===== src/rtl/riscv_pkg.sv =====
// Shared front-end definitions: datapath width, canonical NOP and the
// fetch packet carried from FE to decode.
package riscv_pkg;
  localparam int XLEN = 32;
  localparam logic [XLEN-1:0] NOP_INST = 32'h0000_0013;

  typedef struct packed {
    logic [XLEN-1:0] inst;
    logic [XLEN-1:0] pc;
  } fetch_pkt_t;
endpackage


===== src/rtl/fdb_storage.sv =====
// Entry storage for the fetch/decode buffer: DEPTH packets, one write port,
// one asynchronous read port. Contents are intentionally not reset; the
// owner qualifies reads with its own valid tracking.
module fdb_storage
  import riscv_pkg::*;
#(
  parameter int DEPTH = 2,
  parameter int AW    = $clog2(DEPTH)
) (
  input  logic             clk,
  input  logic             we,
  input  logic [AW-1:0]    waddr,
  input  fetch_pkt_t       wdata,
  input  logic [AW-1:0]    raddr,
  output fetch_pkt_t       rdata
);

  fetch_pkt_t mem [DEPTH];

  // Write the incoming packet into the addressed slot
  always_ff @(posedge clk) begin
    if (we) mem[waddr] <= wdata;
  end

  assign rdata = mem[raddr];

endmodule


===== src/rtl/fetch_decode_buffer.sv =====
// Decode-side receiver for FE output: a small circular buffer of {inst, pc}
// pairs presented in order to decode. en_pc_fe is backpressure to FE and
// comes only from the registered count, so a full buffer never accepts a
// word in the same cycle it frees a slot. flush drops everything, including
// the pair FE presents in the flush cycle.
module fetch_decode_buffer #(
  parameter int DEPTH = 2,
  parameter int XLEN  = 32
) (
  input  logic                       clk,
  input  logic                       rst_n,
  input  logic [XLEN-1:0]            fe_inst,
  input  logic [XLEN-1:0]            fe_pc,
  input  logic                       fe_valid,
  output logic                       en_pc_fe,
  output logic [XLEN-1:0]            de_inst,
  output logic [XLEN-1:0]            de_pc,
  output logic                       de_valid,
  input  logic                       de_stall,
  input  logic                       flush,
  output logic [$clog2(DEPTH+1)-1:0] occupancy
);
  import riscv_pkg::*;

  localparam int PTR_W = $clog2(DEPTH);
  localparam int CNT_W = $clog2(DEPTH+1);
  localparam logic [CNT_W-1:0] FULL_CNT = CNT_W'(DEPTH);

  logic [PTR_W-1:0] wr_ptr, rd_ptr;
  logic [CNT_W-1:0] count;
  logic             push, pop;
  fetch_pkt_t       wr_pkt, rd_pkt;

  assign en_pc_fe = (count != FULL_CNT);
  assign de_valid = (count != '0);
  assign push     = fe_valid & en_pc_fe & ~flush;
  assign pop      = de_valid & ~de_stall & ~flush;

  assign wr_pkt.inst = fe_inst;
  assign wr_pkt.pc   = fe_pc;

  fdb_storage #(.DEPTH(DEPTH)) u_storage (
    .clk   (clk),
    .we    (push),
    .waddr (wr_ptr),
    .wdata (wr_pkt),
    .raddr (rd_ptr),
    .rdata (rd_pkt)
  );

  // Pointer and occupancy bookkeeping; flush overrides push and pop
  always_ff @(posedge clk or negedge rst_n) begin
    if (!rst_n) begin
      wr_ptr <= '0;
      rd_ptr <= '0;
      count  <= '0;
    end else if (flush) begin
      wr_ptr <= '0;
      rd_ptr <= '0;
      count  <= '0;
    end else begin
      if (push) wr_ptr <= wr_ptr + 1'b1;
      if (pop)  rd_ptr <= rd_ptr + 1'b1;
      case ({push, pop})
        2'b10:   count <= count + 1'b1;
        2'b01:   count <= count - 1'b1;
        default: count <= count;
      endcase
    end
  end

  // Head presentation: NOP/0 whenever the buffer is empty
  always_comb begin
    de_inst = NOP_INST;
    de_pc   = '0;
    if (de_valid) begin
      de_inst = rd_pkt.inst;
      de_pc   = rd_pkt.pc;
    end
  end

  assign occupancy = count;

endmodule

===== config.mk =====
export PLATFORM = sky130hd
export DESIGN_NAME = fetch_decode_buffer
export DESIGN_NICKNAME = d
export VERILOG_FILES = /design/src/rtl/riscv_pkg.sv /design/src/rtl/fdb_storage.sv /design/src/rtl/fetch_decode_buffer.sv
export SDC_FILE = /design/constraint.sdc
export NUM_CORES = 1
export LEC_CHECK = 0
export CORE_UTILIZATION = 30
export CTS_CLUSTER_SIZE = 24
export DETAILED_ROUTE_END_ITERATION = 10
export SYNTH_ARGS = -nofsm -noshare
export SYNTH_HDL_FRONTEND = slang
export SYNTH_SLANG_ARGS = --single-unit

===== constraint.sdc =====
create_clock -name clk -period 10.6 [get_ports clk]
set_clock_uncertainty 0.1 [all_clocks]
set_input_delay 1.59 -clock clk [delete_from_list [all_inputs] [get_ports clk]]
set_output_delay 1.59 -clock clk [all_outputs]
set_load 0.02 [all_outputs]

==> results of run 1 <==
flip-flops by register name, summed over array words and instances (netlist names):
register	cells
rd_ptr	1
wr_ptr	1
occupancy	2
u_storage.mem	128
layer usage:
metal | vias to the layer above | part of all wire | GRT usage
met4 | 0 | 0.015 | 0.0543
met2 | 103 | 0.47 | 0.193
met1 | 1427 | 0.46 | 0.161
met5 | - | 0 | 0
li1 | 1398 | - | -
met3 | 13 | 0.055 | 0.0484
cell usage in the layout, fill, tap and decap left out, drive strengths merged:
cell	netlist	layout
edfxtp	128	128
nor3	1	1
dfrtp	4	4
nand4b	1	1
nand3b	1	1
clkinv	0	9
nor2	62	62
a21oi	2	2
clkbuf	0	18
or3	2	2
nor3b	1	1
o21ai	2	2
nor2b	1	1
nand2	6	6
clkdlybuf4s50	0	136
nand3	2	2
a21o	1	1
a31oi	2	2
mux2i	64	64
inv	3	3
bufinv	0	4
buf	14	5
per-stage QoR:
| stage | utilization | std cells | hold slack, ns | power, mW |
|---|---|---|---|---|
| floorplan | - | 297 | 0.419 | 0.688 |
| global placement | 0.402 | 644 | 0.468 | 0.764 |
| detailed placement | 0.402 | 644 | 0.492 | 0.767 |
| CTS | 0.438 | 675 | 0.496 | 1.36 |
| global route | 0.438 | 675 | 0.534 | 1.39 |
| finish | 0.438 | 675 | 0.496 | 1.34 |
path summary, 6_finish.rpt:
| path | from | end | slack, ns | cells after the start |
|---|---|---|---|---|
| max reg2reg | occupancy[0] | rd_ptr | 8.51 | 4 |
| min | wr_ptr | wr_ptr | 0.50 | 2 |
| min reg2reg | wr_ptr | wr_ptr | 0.50 | 2 |
| max in group asynchronous | rst_n | rd_ptr | 8.85 | 1 |
| max | occupancy[0] | de_inst[1] | 6.02 | 5 |
| min in group asynchronous | rst_n | occupancy[1] | 1.32 | 1 |
power groups by stage:
stage	Sequential [mW]	Clock (mW)	Combinational, mW
after floorplan	0.612	0	0.0760
after global placement	0.618	0	0.146
after detailed placement	0.619	0	0.147
after CTS	0.609	0.606	0.148
after global routing	0.610	0.628	0.156
final	0.608	0.592	0.145
logic make-up (layout without fill, tap and decap cells):
kind of cell,count (synthesis),after routing,share of synthesized area
buf+inv,17,175,0.0228
mux,64,64,0.127
flops,132,132,0.780
simple gates,77,77,0.0624
compound gates,7,7,0.00816
cells in the mapped netlist (2+ instances only):
master    count  share of area
nor2_1       62          0.046
nand3_1       2         0.0020
a31oi_1       2         0.0025
or3_1         2         0.0025
nand2_1       6         0.0045
inv_1         2         0.0015
a21oi_1       2         0.0020
edfxtp_1    128           0.76
mux2i_1      64           0.13
dfrtp_1       4          0.020
buf_2         8         0.0079
buf_6         5          0.011
final cells by class:
class                   count  area, sq um  area share
clock buffers              18          429      0.0593
clock inverters            13          165      0.0228
inverters                   3         11.3     0.00155
multi-input cells         148         1010       0.140
flip-flops and latches    132         3950       0.545
well taps                 220          275      0.0380
repair buffers            141         1400       0.193
worst max-delay path, cell delays in order, from the launching register on:
cell             delay (ns)
dfrtp_1                0.47
nor2_4                 0.66
buf_4                  0.49
inv_1                  0.15
nand2_1                0.09
clkdlybuf4s50_1        0.60
==> metrics list, run 1 <==
- The run finished with clean final reports.
* Distinct cell type count after synthesis: 22
- Placer Congestion: 0.750
* I/O Buffers: about 140
- Worst slew slack as a fraction of its limit: 0.216
- In this run the worst path has a maximum fanout of 34.
- For this run, the post-layout net count is 512.
* Slew @ Worst Pin: 1.18 ns
- Resized cells post-CTS: 0
- Setup_tns: 0 ns
- Power share of the combinational group: 0.108
- Yosys mapped a number of flops with a built-in enable equal to 128.
* Max Slew Vio Count: 0
- Once layout is done, the placed cells without fillers occupy 7240 sq um.
* Int Power: ~1.1 mW
* Final number of hold-violating endpoints: 0
* Maximum clock path buffer count: 2
- Unrepaired setup endpoints after global routing: false
- Routed vias: between 2k and 3k
- After layout, the minimum clock period comes to 4.58 ns.
- Synthesis-to-finish area growth: 43.2%
* Worst endpoint data arrival time: 2.89 ns
- Number of iterations in the first detailed-routing pass: 4
* Overall routed net length: ~10000 um
* Switching part of the total: 0.215
* Clock tree root buffer cell: clkbuf_16
- Ratio of routed vias to standard cells: 4.36
- Required time of the critical path: just under 9 ns
- Fraction of layout instances using a drive strength above 1: 0.0857
- Across the VDD grid, the largest voltage drop is about 0.098 mV.
- The die covers ~17000 sq um.
* # IOs: 137
- Total routing resource utilization after global routing: 0.127
- Remaining Overflow, GRT: 0
- In the finished design, the share of the clock period the worst path needs comes to 0.432.
* Worst-path clk slew: 0.05 ns
- Once placement finished, the instance area stood at 6650 sq um.
- Area of the mapped netlist: 5060 sq um
* Antenna diode instance count: 0
* Clk Latency, worst-skew pair: 0.41 ns
- WL/cell: 15.4 um
* Net switching power: 0.290 mW
- Number of antenna violations at the first check in global routing: 0
- Max frequency: 218 MHz
* Number of warning messages in the yosys log: 0
- Measured along the x axis, the die boundary spans approximately 130 um.
- Category of the critical setup timing path: register to output pin
- Synthesized netlist net count: 366
* Core box area: 16500 sq um
- Post-detailed-placement half-perimeter wirelength: 6460 um
- Part of the power in registers: 0.452
* CTS tree: done
* Initial Utilization: 0.306
- Smallest setup slack after layout: 6.02 ns
- Among all flip-flop cells after synthesis, the most frequent one is edfxtp_1.
- Kind of launch point of the worst setup path: register
- For this run, design rule violations remaining after detail routing come to 0.
- Max-cap violations in this run came to 0.
- Final Setup Violations: 0
- The share of total power dissipated in the clock network is 0.440.
- The path class of the tightest hold or removal check is register to register.
- Counting the fill cells in the layout gives 1473.
* Power Density: 186 nW/um^2
* Register bit total from synthesis: 132
- Standard-cell rows: 47
* Leakage power summed over all cells: 2.38 nW
- Post-Place Worst Slack: roughly 6.4 ns
* Number of buffers inserted to repair setup after CTS: 0
- Counting every instance in the synthesized netlist gives 297.
* Proportion of synthesized chip area in sequential cells: 0.780
* ANT nets after route: 0
* H-tree depth: 4
- STA classifies the critical path endpoint as an output pin.
* Number of design-rule violations left by the first detailed-router iteration: about 180
* Largest net degree at the start of global routing: 67
- Number of global-route vias before repair: 3031
* Die outline height: 132 um
- The clock net in this run drives a total of roughly 130 sinks.
- Dividing the synthesized area by the synthesized cell count gives 17.0 sq um.
* Global-route wire length before repair: 16500 um
* Fraction of registers with async set/reset: 0.0303
- CTS Hold Buffers Added: 0
* TritonCTS Buffers: 17
No activity file was read; power rests on OpenSTA's default activity.
==> run 2: changes to the inputs <==
==> constraint.sdc (replaced) <==
create_clock -name clk -period 4.6 [get_ports clk]
set_clock_uncertainty 0.1 [all_clocks]
set_input_delay 0.69 -clock clk [delete_from_list [all_inputs] [get_ports clk]]
set_output_delay 0.69 -clock clk [all_outputs]
set_load 0.02 [all_outputs]
==> metrics list, run 2 (synthesis gave the netlist of run 1 again) <==
* Slowest Stage Delay on Critical Path: 0.98 ns (was 0.66 ns)
- Number of antenna violations at the first check in global routing: 0 (unchanged)
- Smallest setup slack after layout: 1.09 ns (was 6.02 ns)
- Classification of the worst-slack hold path: primary input to asynchronous set/reset pin (was register to register)
- The number of design rule violations left after detail routing was 0 (unchanged).
- The total clock buffers created by CTS came to 17 (unchanged).
- The level count of the clock H-tree was 4 (unchanged).
- Core box area: 16500 sq um (unchanged)
* Clock sink count: 132 (unchanged)
- Synthesis-to-finish area growth: 43.1% (was 43.2%)
* Worst path buffer plus inverter count: 2 (was 3)
- The largest fanout on the critical path was 48 (was 34).
* Post-detailed-placement half-perimeter wirelength: 6440 um (was 6460 um)
- The worst-skew pair later-pin latency is 0.41 ns (about the same).
- The TritonCTS clock tree is done (unchanged).
- Routed vias: 2931 (was 2941)
* Worst-path clk slew: 0.06 ns (was 0.05 ns)
- The peak supply drop came to 0.220 mV (was 0.0976 mV).
- The pin count of the biggest net entering global routing came to 49 (was 67).
* Number of iterations in the first detailed-routing pass: 4 (unchanged)
- The die span in y was 132 um (unchanged).
* ANT nets after route: 0 (unchanged)
* Max Slew Vio Count: 0 (unchanged)
- The total power consumption of the routed design came to 2.98 mW (was 1.34 mW).
- The number of buffers inserted by post-CTS setup repair is 0 (unchanged).
- End of the worst register-to-register path: u_storage.mem[1][15] (was rd_ptr)
* CTS Hold Buffers Added: 0 (unchanged)
- Setup_tns: 0 ns (unchanged)
- After layout, the minimum clock period comes to 3.51 ns.
- The post-detailed-route via-to-cell ratio was 4.32 (was 4.36).
- Total routing resource utilization after global routing: 0.122 (was 0.127)
- The largest delay contributor family on the critical path is buffers and inverters (unchanged).
- Crit path max-delay cell type: dfrtp_4 (was nor2_4)
- Outcome: finished, final reports clean (unchanged)
- The reported leakage power came to 2.36 nW (was 2.38 nW).
- The kind of critical path is register to output pin (unchanged).
- Initial Utilization: 0.306 (unchanged)
* Utilization of the core after routing: 0.438 (about the same)
- Remaining Overflow, GRT: 0 (unchanged)
- The setup slack on the worst flop-to-flop path came to 2.51 ns (was 8.51 ns).
* WL/cell: 14.5 um (was 15.4 um)
- The cell depth of the worst flop-to-flop path is 5 (was 4).
* Number of global-route vias before repair: 3123 (was 3031)
* Worst setup startpoint: rd_ptr (was occupancy[0])
* Clock tree root buffer cell: clkbuf_16 (unchanged)
- The final number of setup-violating endpoints is 0 (unchanged).
- The global placer's final weighted congestion came to 0.749 (was 0.750).
- Worst endpoint data arrival time: 2.72 ns (was 2.89 ns)
- The number of buffers on the longest clock path is 2 (unchanged).
- Post-Place Worst Slack: 1.47 ns (was 6.37 ns)
- The startpoint of the worst register-to-register path is occupancy[1] (was occupancy[0]).
* Flip-flop count of the largest register, all copies and words added: 128 (unchanged)
- In the finished design, the share of the clock period the worst path needs comes to 0.763.
* Max-cap violation count: 0 (unchanged)
* Die footprint: 17400 sq um (unchanged)
- # IOs: 137 (unchanged)
* Resized cells post-CTS: 0 (unchanged)
* Power Density: 412 nW/um^2 (was 186 nW/um^2)
- Number of design-rule violations left by the first detailed-router iteration: 163 (was 184)
- Unrepaired setup endpoints after global routing: false (unchanged).
- Top register by number of flip-flops: u_storage.mem (unchanged)
- The x dimension of the die was 132 um (unchanged).
- Final net count: 514 (was 512)
- The total wire length after detailed routing was 9810 um (was 10400 um).
- Antenna diode instance count: 0 (unchanged)
* Global-route wire length before repair: 15900 um (was 16500 um)
- Fraction of layout instances using a drive strength above 1: 0.0983 (was 0.0857)
* Commonest cells after routing, fill and taps aside: clkdlybuf4s50_1 (136), edfxtp_1 (128), mux2i_1 (64), nor2_1 (61), clkbuf_16 (17) (unchanged)
* Required time of the critical path: 3.81 ns (was 8.91 ns)
- The actual slew at the worst max-slew pin was 0.873 ns (was 1.18 ns).
- Timing would allow up to 285 MHz.
* Standard-cell rows: 47 (unchanged)
- The count of input and output buffers is 136 (unchanged).
- Most common cell after layout, fill and taps aside: clkdlybuf4s50_1 (unchanged)
- Category of the worst setup path capture point: output pin (unchanged)
- The number of hold-slack violations in the final timing report is 0 (unchanged).
- Worst slew slack as a fraction of its limit: 0.418 (was 0.216)
- Ordered cell list for the critical path: buf_4 > mux2i_1 > nor2_1 > clkdlybuf4s50_1 (was nor2_4 > buf_4 > inv_1 > nand2_1 > clkdlybuf4s50_1).
- Kind of launch point of the worst setup path: register (unchanged)
## run 2: changes by cell type in the layout (fill, tap and decap cells not counted), moves of 2 or more
cell / change
clkinvlp_4: +5
bufinv_16: -3
clkinv_2: -3
clkinv_4: +3
buf_4: +2
clkinv_1: -2
inv_6: +2
## run 2: per-layer routing
layer | part of all wire | up-vias | global-route usage
met1 | 0.45 | 1401 | 0.145
li1 | - | 1410 | -
met5 | 0 | - | 0
met4 | 0.017 | 0 | 0.0594
met3 | 0.066 | 14 | 0.0496
met2 | 0.47 | 106 | 0.191
## run 2: layout make-up
class	count	area (sq um)
Inverter	3	11.3
Tap cell	220	275
Clock inverter	15	134
Sequential cell	132	3950
Timing Repair Buffer	143	1410
Fill cell	1467	9290
Clock buffer	17	425
Multi-Input combinational cell	148	1030
## run 2: how the worst max path moves through the flow
stage / depth (start not counted) / slack, ns / endpoint
floorplan: 4 / 0.51 / u_storage.mem[1][0]
global placement: 4 / 1.50 / de_pc[7]
detailed placement: 4 / 1.47 / de_pc[9]
CTS: 4 / 1.01 / de_pc[9]
global route: 4 / 0.91 / de_pc[9]
finish: 4 / 1.09 / de_pc[9]
## run 2: power by group
group	leakage, nW	internal [mW]	switching [mW]
combinational	0.878	0.173	0.166
sequential	1.23	1.37	0.0277
clock	0.259	0.743	0.503
total	2.36	2.28	0.697
## run 2: through the flow
stage / instances / hold WS, ns / instance area [sq um]
6_report: 678 / 0.382 / 7230
3_5_place_dp: 646 / 0.523 / 6680
2_1_floorplan: 297 / 0.294 / 5070
4_1_cts: 678 / 0.365 / 7230
5_1_grt: 678 / 0.382 / 7230
3_3_place_gp: 646 / 0.500 / 6680
==> run 3: changes to the inputs <==
==> constraint.sdc (replaced) <==
create_clock -name clk -period 2.9 [get_ports clk]
set_clock_uncertainty 0.1 [all_clocks]
set_input_delay 0.435 -clock clk [delete_from_list [all_inputs] [get_ports clk]]
set_output_delay 0.435 -clock clk [all_outputs]
set_load 0.02 [all_outputs]
==> metrics list, run 3 (synthesis gave the netlist of run 1 again) <==
- Outcome: finished, final reports clean (unchanged).
* Clock sink count: 132 (unchanged)
- Core box area: 16500 sq um (unchanged)
- The area enclosed by the die boundary was 17400 sq um (unchanged).
* Worst-path clk slew: 0.05 ns (was 0.06 ns)
- The routed via count was 2960 (was 2931).
* Final number of hold-violating endpoints: 0 (unchanged)
- Register area: 3950 sq um (about the same)
- The global router's overall resource usage is 0.125 (was 0.122).
- The via count of the first global-routing pass is 3058 (was 3123).
* Max Slew Vio Count: 0 (unchanged)
* Global-route wire length before repair: 16100 um (was 15900 um)
- Top register by number of flip-flops: u_storage.mem (unchanged)
- The clock root buffer is clkbuf_16 (unchanged).
- The fill cell instance count of the final layout was 1435 (was 1467).
* Number of iterations in the first detailed-routing pass: 4 (unchanged)
* Category of the worst setup path capture point: output pin (unchanged)
- The cell area power density is 678 nW/um^2 (was 412 nW/um^2).
* Slew @ Worst Pin: 0.374 ns (was 0.873 ns)
* Number of design-rule violations left by the first detailed-router iteration: 100 (was 163)
- Final net count: 524 (was 514)
- Total DRC errors in the routed layout: 0 (unchanged)
- Maximum clock path buffer count: 2 (unchanged)
- Fraction of layout instances using a drive strength above 1: 0.124 (was 0.0983)
- Maximum vdd ir drop: 0.355 mV (was 0.220 mV)
- Crit path max-delay cell type: clkdlybuf4s50_1 (was dfrtp_4)
- The TritonCTS clock tree was done (unchanged).
- Leakage power summed over all cells: 2.49 nW (was 2.36 nW)
* Footprint of the multi-input gates: 1040 sq um (was 1030 sq um)
* Clk Latency, worst-skew pair: 0.41 ns (about the same)
- WL/cell: 14.9 um (was 14.5 um)
* Worst endpoint data arrival time: 2.13 ns (was 2.72 ns)
- Inst Count DP: 647 (was 646)
- Period utilisation layout: 0.918
- The final core utilization came to 0.452 (was 0.438).
- Clock period minus final worst setup slack: 2.66 ns
- The type of the worst min-delay path is primary input to asynchronous set/reset pin (unchanged).
- The number of max-cap violations is 0 (unchanged).
- The final number of setup-violating endpoints was 0 (unchanged).
- Ordered cell list for the critical path: nor2_4 > buf_12 > inv_1 > nand2_1 > clkdlybuf4s50_1 (was buf_4 > mux2i_1 > nor2_1 > clkdlybuf4s50_1).
- Slowest Stage Delay on Critical Path: 0.59 ns (was 0.98 ns)
- Category of the critical setup timing path: register to output pin (unchanged)
- The number of placed I/O pins came to 137 (unchanged).
- The level count of the clock H-tree is 4 (unchanged).
- Resized cells post-CTS: 0 (unchanged)
- I/O Buffers: 136 (unchanged)
* Most common cell after layout, fill and taps aside: clkdlybuf4s50_1 (unchanged)
- TritonCTS Buffers: 17 (unchanged)
- Synthesis-to-finish area growth: 47.9% (was 43.1%)
* Ratio of routed vias to standard cells: 4.30 (was 4.32)
- The pin count of the biggest net entering global routing was 66 (was 49).
- Required time of the critical path: 2.37 ns (was 3.81 ns)
- Unrepaired setup endpoints after global routing: false (unchanged).
- The total wire length after detailed routing came to 10300 um (was 9810 um).
- The largest fanout on the critical path is 65 (was 48).
* Kind of launch point of the worst setup path: register (unchanged)
- Initial Utilization: 0.306 (unchanged)
* Number of antenna violations at the first check in global routing: 1 (was 0)
- Commonest cells after routing, fill and taps aside: clkdlybuf4s50_1 (136), edfxtp_1 (128), mux2i_1 (64), nor2_1 (61), clkbuf_16 (17) (unchanged).
* Die span in x: 132 um (unchanged)
* Standard-cell rows: 47 (unchanged)
- Final standard cell count with taps included and fillers excluded: 688 (was 678)
- Antenna diode instance count: 0 (unchanged)
- The antenna violation net count after detailed routing was 0 (unchanged).
* Post-detailed-placement half-perimeter wirelength: 6520 um (was 6440 um)
* Remaining Overflow, GRT: 0 (unchanged)
- Flip-flop count of the largest register, all copies and words added: 128 (unchanged)
- Die outline height: 132 um (unchanged)
* Placer Congestion: 0.755 (was 0.749)
- Max frequency: 376 MHz
- The max-slew headroom at the worst pin was 0.750 (was 0.418).
run 3: changes by cell type in the layout (fill, tap and decap cells not counted), moves of 2 or more:
cell / previous run / this run
inv_6: 2 / 0
dfrtp_2: 0 / 2
clkinvlp_4: 5 / 2
buf_12: 0 / 4
dfrtp_1: 3 / 1
bufinv_16: 1 / 5
buf_4: 7 / 12
run 3: routing by layer:
| layer | up-vias | wire, um | track usage | part of all wire |
|---|---|---|---|---|
| met5 | - | 0 | 0 | 0 |
| met4 | 0 | 146 | 0.0523 | 0.014 |
| met3 | 13 | 662 | 0.0527 | 0.065 |
| met2 | 99 | 5120 | 0.209 | 0.50 |
| met1 | 1422 | 4330 | 0.139 | 0.42 |
| li1 | 1426 | - | - | - |
run 3: repair_timing:
| item | CTS | global route |
|---|---|---|
| endpoints found under the hold margin | 0 | 0 |
| hold buffers | 0 | 0 |
| endpoints found under the setup margin | 31 | 1 |
| setup buffers | 1 | 8 |
run 3: cell type report:
type	instances	share of cell area
timing repair buffer	153	0.209
clock buffer	18	0.0574
multi-input combinational	148	0.139
sequential	132	0.528
inverter	3	0.00184
tap	220	0.0368
clock inverter	14	0.0281
run 3: worst paths after layout:
check,depth (start not counted),endpoint,slack [ns],start
setup / recovery,5,de_inst[0],0.24,occupancy[0]
hold / removal,1,wr_ptr,0.13,rst_n
setup reg to reg,5,u_storage.mem[1][34],1.09,occupancy[1]
hold reg to reg,2,wr_ptr,0.52,wr_ptr
max in group asynchronous,1,rd_ptr,2.38,rst_n
min in group clk,1,u_storage.mem[1][44],0.50,fe_inst[12]
run 3: power breakdown:
part | switching [mW] | internal [mW]
registers | 0.0253 | 2.17
clock network | 0.762 | 1.52
logic | 0.292 | 0.299
total | 1.08 | 3.99
run 3: through the flow:
step / setup slack [ns] / power, mW / area, sq um / TNS, ns / hold slack, ns
detailed placement: 0.331 / 2.82 / 6750 / 0 / 0.518
CTS: 0.0701 / 5.13 / 7420 / 0 / 0.117
finish: 0.237 / 5.07 / 7480 / 0 / 0.131
global placement: 0.369 / 2.81 / 6750 / 0 / 0.499
global route: 0.102 / 5.26 / 7480 / 0 / 0.131
floorplan: -0.0637 / 2.51 / 5100 / -4.08 / 0.0394
run 3: worst max-delay path, delay by kind of cell (launching register included):
kind | cells | cell delay [ns]
DFF | 1 | 0.47
buffers and inverters | 3 | 1.02
and+or+nand+nor | 2 | 0.22
